## src/rtl/timer_regresivo_bcd.sv

```systemverilog
// timer_regresivo_bcd: HH:MM:SS packed-BCD countdown timer with a load/run/alarm FSM.
// One decrement every TICK_DIV clocks while running.
module timer_regresivo_bcd #(
    parameter int TICK_DIV = 25000000
) (
    input  logic       CLK,
    input  logic       RESET,
    input  logic       load,
    input  logic [7:0] ld_hora,
    input  logic [7:0] ld_min,
    input  logic [7:0] ld_seg,
    input  logic       start,
    input  logic       stop,
    input  logic       ack,
    output logic [7:0] digit_TimerHORA,
    output logic [7:0] digit_TimerMIN,
    output logic [7:0] digit_TimerSEG,
    output logic       Alarma_on,
    output logic       running
);
    localparam int PW = $clog2(TICK_DIV);

    typedef enum logic [1:0] {IDLE, RUN, ALARM} state_t;

    state_t          state_q, state_d;
    logic [PW-1:0]   pre_q, pre_d;
    logic [7:0]      h_q, h_d, m_q, m_d, s_q, s_d;
    logic            alarm_q, run_q;
    logic            valid, tick, zero, one;

    // Units borrow from tens; tens 0 with units 0 wraps to `wrap`.
    function automatic logic [7:0] dec_bcd(input logic [7:0] v, input logic [7:0] wrap);
        return (v[3:0] != 4'd0) ? v - 8'd1 :
               (v[7:4] != 4'd0) ? {v[7:4] - 4'd1, 4'h9} : wrap;
    endfunction

    always_comb begin
        valid = (ld_hora[3:0] <= 4'd9) && (ld_hora <= 8'h23) &&
                (ld_min[3:0] <= 4'd9) && (ld_min[7:4] <= 4'd5) &&
                (ld_seg[3:0] <= 4'd9) && (ld_seg[7:4] <= 4'd5);
        tick = pre_q == PW'(TICK_DIV - 1);
        zero = {h_q, m_q, s_q} == 24'h000000;
        one = {h_q, m_q, s_q} == 24'h000001;
        state_d = state_q;
        pre_d = '0;
        h_d = h_q;
        m_d = m_q;
        s_d = s_q;
        case (state_q)
            IDLE: begin
                if (load) begin
                    if (valid) {h_d, m_d, s_d} = {ld_hora, ld_min, ld_seg};
                end else if (start && !stop && !zero) begin
                    state_d = RUN;
                end
            end
            RUN: begin
                if (stop) begin
                    state_d = IDLE;
                end else begin
                    pre_d = tick ? '0 : pre_q + PW'(1);
                    if (tick) begin
                        s_d = dec_bcd(s_q, 8'h59);
                        m_d = (s_q == 8'h00) ? dec_bcd(m_q, 8'h59) : m_q;
                        h_d = (s_q == 8'h00 && m_q == 8'h00) ? dec_bcd(h_q, 8'h00) : h_q;
                        state_d = one ? ALARM : RUN;
                    end
                end
            end
            ALARM: begin
                if (load) begin
                    if (valid) begin
                        {h_d, m_d, s_d} = {ld_hora, ld_min, ld_seg};
                        state_d = IDLE;
                    end
                end else if (ack || stop) begin
                    state_d = IDLE;
                end
            end
            default: state_d = IDLE;
        endcase
    end

    always_ff @(posedge CLK or posedge RESET) begin
        if (RESET) begin
            state_q <= IDLE;
            pre_q <= '0;
            h_q <= 8'h00;
            m_q <= 8'h00;
            s_q <= 8'h00;
            alarm_q <= 1'b0;
            run_q <= 1'b0;
        end else begin
            state_q <= state_d;
            pre_q <= pre_d;
            h_q <= h_d;
            m_q <= m_d;
            s_q <= s_d;
            alarm_q <= state_d == ALARM;
            run_q <= state_d == RUN;
        end
    end

    assign digit_TimerHORA = h_q;
    assign digit_TimerMIN = m_q;
    assign digit_TimerSEG = s_q;
    assign Alarma_on = alarm_q;
    assign running = run_q;
endmodule

```

## config.mk

```make
export PLATFORM = sky130hd
export DESIGN_NAME = timer_regresivo_bcd
export DESIGN_NICKNAME = d
export VERILOG_FILES = /design/src/rtl/timer_regresivo_bcd.sv
export SDC_FILE = /design/constraint.sdc
export NUM_CORES = 1
export LEC_CHECK = 0
export CORE_MARGIN = 10
export CORE_UTILIZATION = 30
export CTS_BUF_LIST = sky130_fd_sc_hd__clkbuf_8
export DETAILED_ROUTE_END_ITERATION = 10
export GPL_ROUTABILITY_DRIVEN = 0
export PLACE_DENSITY = 0.61
export SLEW_MARGIN = 0
export SYNTH_ARGS = -nofsm -noshare
export SYNTH_HDL_FRONTEND = slang
export SYNTH_SLANG_ARGS = --single-unit
```

## constraint.sdc

```tcl
create_clock -name CLK -period 3.42 [get_ports CLK]
set_clock_uncertainty 0.2 [all_clocks]
set_input_delay 0.513 -clock CLK [delete_from_list [all_inputs] [get_ports CLK]]
set_output_delay 0.513 -clock CLK [all_outputs]
set_load 0.02 [all_outputs]
```

==> results.yml <==
run_status:
  outcome: "completed"
route:
  routed_wirelength_mm: 9.67
  top_layer: "met4"
  wl_met1_mm: 4.38
  drtIter0Drc: 325
  vias_per_cell: 5.51
  route.met2.wl_mm: 4.73
  vias: 3112
  wl_per_cell_um: 17.1
  drt_pass1_iterations: 6
  final_antenna_net_count: 0
  met3_length_um: 469
  drc: 0
clocking:
  clockBufferDepth: 2
  htreeDepth: 2
  cts_num_sinks: 53
  cts_tree: "yes"
  clkLatencyLatePin_ps: 310
  cts_resized: 0
  postCtsSetupBuffers: 0
  cts_root_buffer: "clkbuf_8"
  clk_pin_slew_ps: 100
  hold_buffers: 0
  numCtsBuffers: 5
power:
  combPwrFrac_pct: 17.9
  switching_power_uw: 395
  p_per_area_nw_per_um2: 331
  p_int_uw: 981
  clkPwrFrac_pct: 32.2
  seqPwrFrac_pct: 49.9
  leakage_uw: 0.00158
  switching_share_pct: 28.7
  peakVddDrop_mv: 0.178
synthesis:
  ys.flop_type: "dfrtp_1"
  yosys.cell_types.count: 63
  yosysWarnings: 0
  netlist_area_um2: 3340
  synth.top_cell.area_share_pct: 39.7
  syn-instance-count: 372
  async_reset_ff_share_pct: 100
  syn_area_per_cell_um2: 8.98
  ys_seq_elements: 53
  synth_nets: 407
  yosysSeqAreaShare_pct: 39.7
  synth_top_cells_by_area: "dfrtp_1 40%, nor2_1 6.2%, xor2_1 4.7%"
  synth_edf_count: 0
  yosysTopAreaCell: "dfrtp_1"
critical_path:
  arrival_ps: 2890
  crit_path_max_fanout: 7
  start_kind: "flop"
  path_class: "reg2reg"
  crit_required_ps: 3410
  crit_path_end_kind: "flop"
grt:
  grt_use_total_pct: 11.8
  grt_pass1_vias: 3098
  grt_start_max_net_pins: 33
  antenna_found_initial: 0
  grt_pass1_wl_mm: 16.0
  grt-ovfl-total: 0
sta:
  post-route-period-util_pct: 84.7
  setup_tns_ps: 0
  hold_viol: 0
  hold_slack_ps: 308
  fmax_ghz: 0.345
  rsz0062_at_grt: "no"
  slew_violations: 0
  worst_pin_slew_ps: 739
  setup_viol: 0
  period_needed_ps: 2900
  maxSlewHeadroom_pct: 50.3
cells_and_area:
  drive_above_1_share_pct: 8.71
  fillers: 1119
  syn2layout_area_growth_pct: 24.3
  layout.nets: 459
  diodes: 0
  fin_area_um2: 4160
die:
  die_h_um: 126
  start_util_pct: 30.7
  pin_count: 56
  core_um2: 10900
  dieArea_um2: 15800
  row_count: 38
  die_w_um: 126
placed_design:
  dp.final_hpwl_mm: 7.21
  io_buffers: 55
  post_dp_cell_area_um2: 4040
worst_hold_path:
  hp-class: "reg2reg"
flow_run:
  cap_violations: 0
## power groups by stage
stage                     Clock, uW  Combinational (uW)  Sequential, uW
after CTS                       457                 249             685
after detailed placement          0                 248             697
after global routing            479                 269             690
final                           444                 246             686
after floorplan                   0                 111             709
after global placement            0                 246             697
## metrics by stage
stage / instances / worst slack (ps) / util [%] / total power, uW
after global routing: 565 / 415 / 38.2 / 1440
after floorplan: 372 / 911 / - / 820
after CTS: 565 / 588 / 38.2 / 1390
after detailed placement: 557 / 369 / 37.1 / 945
after global placement: 557 / 441 / 37.1 / 942
final: 565 / 523 / 38.2 / 1380
## area by class of cell
cell class	count	area (um2)	share of cell area, %
Multi-Input combinational cell	293	1910	45.9
Clock buffer	5	68.8	1.66
Sequential cell	53	1330	31.9
Clock inverter	3	43.8	1.05
Inverter	10	37.5	0.903
Timing Repair Buffer	61	596	14.3
Tap cell	140	175	4.22
## path summary, 6_finish.rpt
path / startpoint / endpoint / slack [ps] / cells past startpoint
min reg2reg: pre_q[0] / pre_q[0] / 310 / 1
max in group asynchronous: RESET / pre_q[24] / 2290 / 3
max reg2reg: digit_TimerHORA[1] / running / 520 / 7
max: digit_TimerHORA[1] / running / 520 / 7
min in group asynchronous: RESET / digit_TimerHORA[4] / 350 / 3
min: pre_q[0] / pre_q[0] / 310 / 1
## sequential cells by signal, summed over array words and instances (netlist names)
signal           flops
pre_q               25
digit_TimerHORA      8
digit_TimerMIN       8
digit_TimerSEG       8
state_q              2
Alarma_on            1
running              1
## routing by layer
| metal | track usage (%) | up-vias |
|---|---|---|
| li1 | - | 1492 |
| met1 | 15.1 | 1522 |
| met2 | 20.3 | 90 |
| met3 | 2.07 | 8 |
| met4 | 2.51 | 0 |
| met5 | 0 | - |
## Yosys cell counts (4+ instances only)
cell type,count
ha_1,5
nor3_1,13
and3_1,10
a31oi_1,5
dfrtp_1,53
nor3b_1,5
inv_1,10
xor2_1,18
xnor2_1,6
nor2_1,55
nor4_1,9
o21ai_0,13
nand2_1,22
buf_2,5
o21ai_1,8
clkbuf_1,10
nand3_1,18
nand4_1,13
or2_2,4
o211ai_1,4
a21oi_1,11
o22ai_1,6
## cell families (layout without fill, tap and decap cells)
logic type,count (synthesis),after routing,synth area share (%)
buffers and inverters,26,79,3.22
flip-flops,53,53,39.7
AND/OR/NAND/NOR,184,184,32.3
multiplexers,3,3,0.899
XOR/XNOR,24,24,6.29
AO/OA/AOI/OAI,77,77,15.8
adder cells (fa/ha/maj),5,5,1.87
## cells in the final DEF (no fill, tap or decap), types with 6 or more instances in the layout
cell type,count
nor4_1,9
nand2_1,22
inv_1,9
xnor2_1,6
xor2_1,18
dfrtp_1,53
o21ai_0,13
buf_4,6
nor3_1,13
nand3_1,18
nand4_1,13
a21oi_1,11
o21ai_1,8
clkdlybuf4s50_1,55
o22ai_1,6
and3_1,10
nor2_1,55
## critical path, cell delays in order (launching register included)
cell and delay, ps:
dfrtp_1 460, inv_1 120, ha_1 270, or3b_1 520, nor4_1 480, nand4_1 250
nor4_1 400, nor4_1 90
No activity file was read; power rests on OpenSTA's default activity.
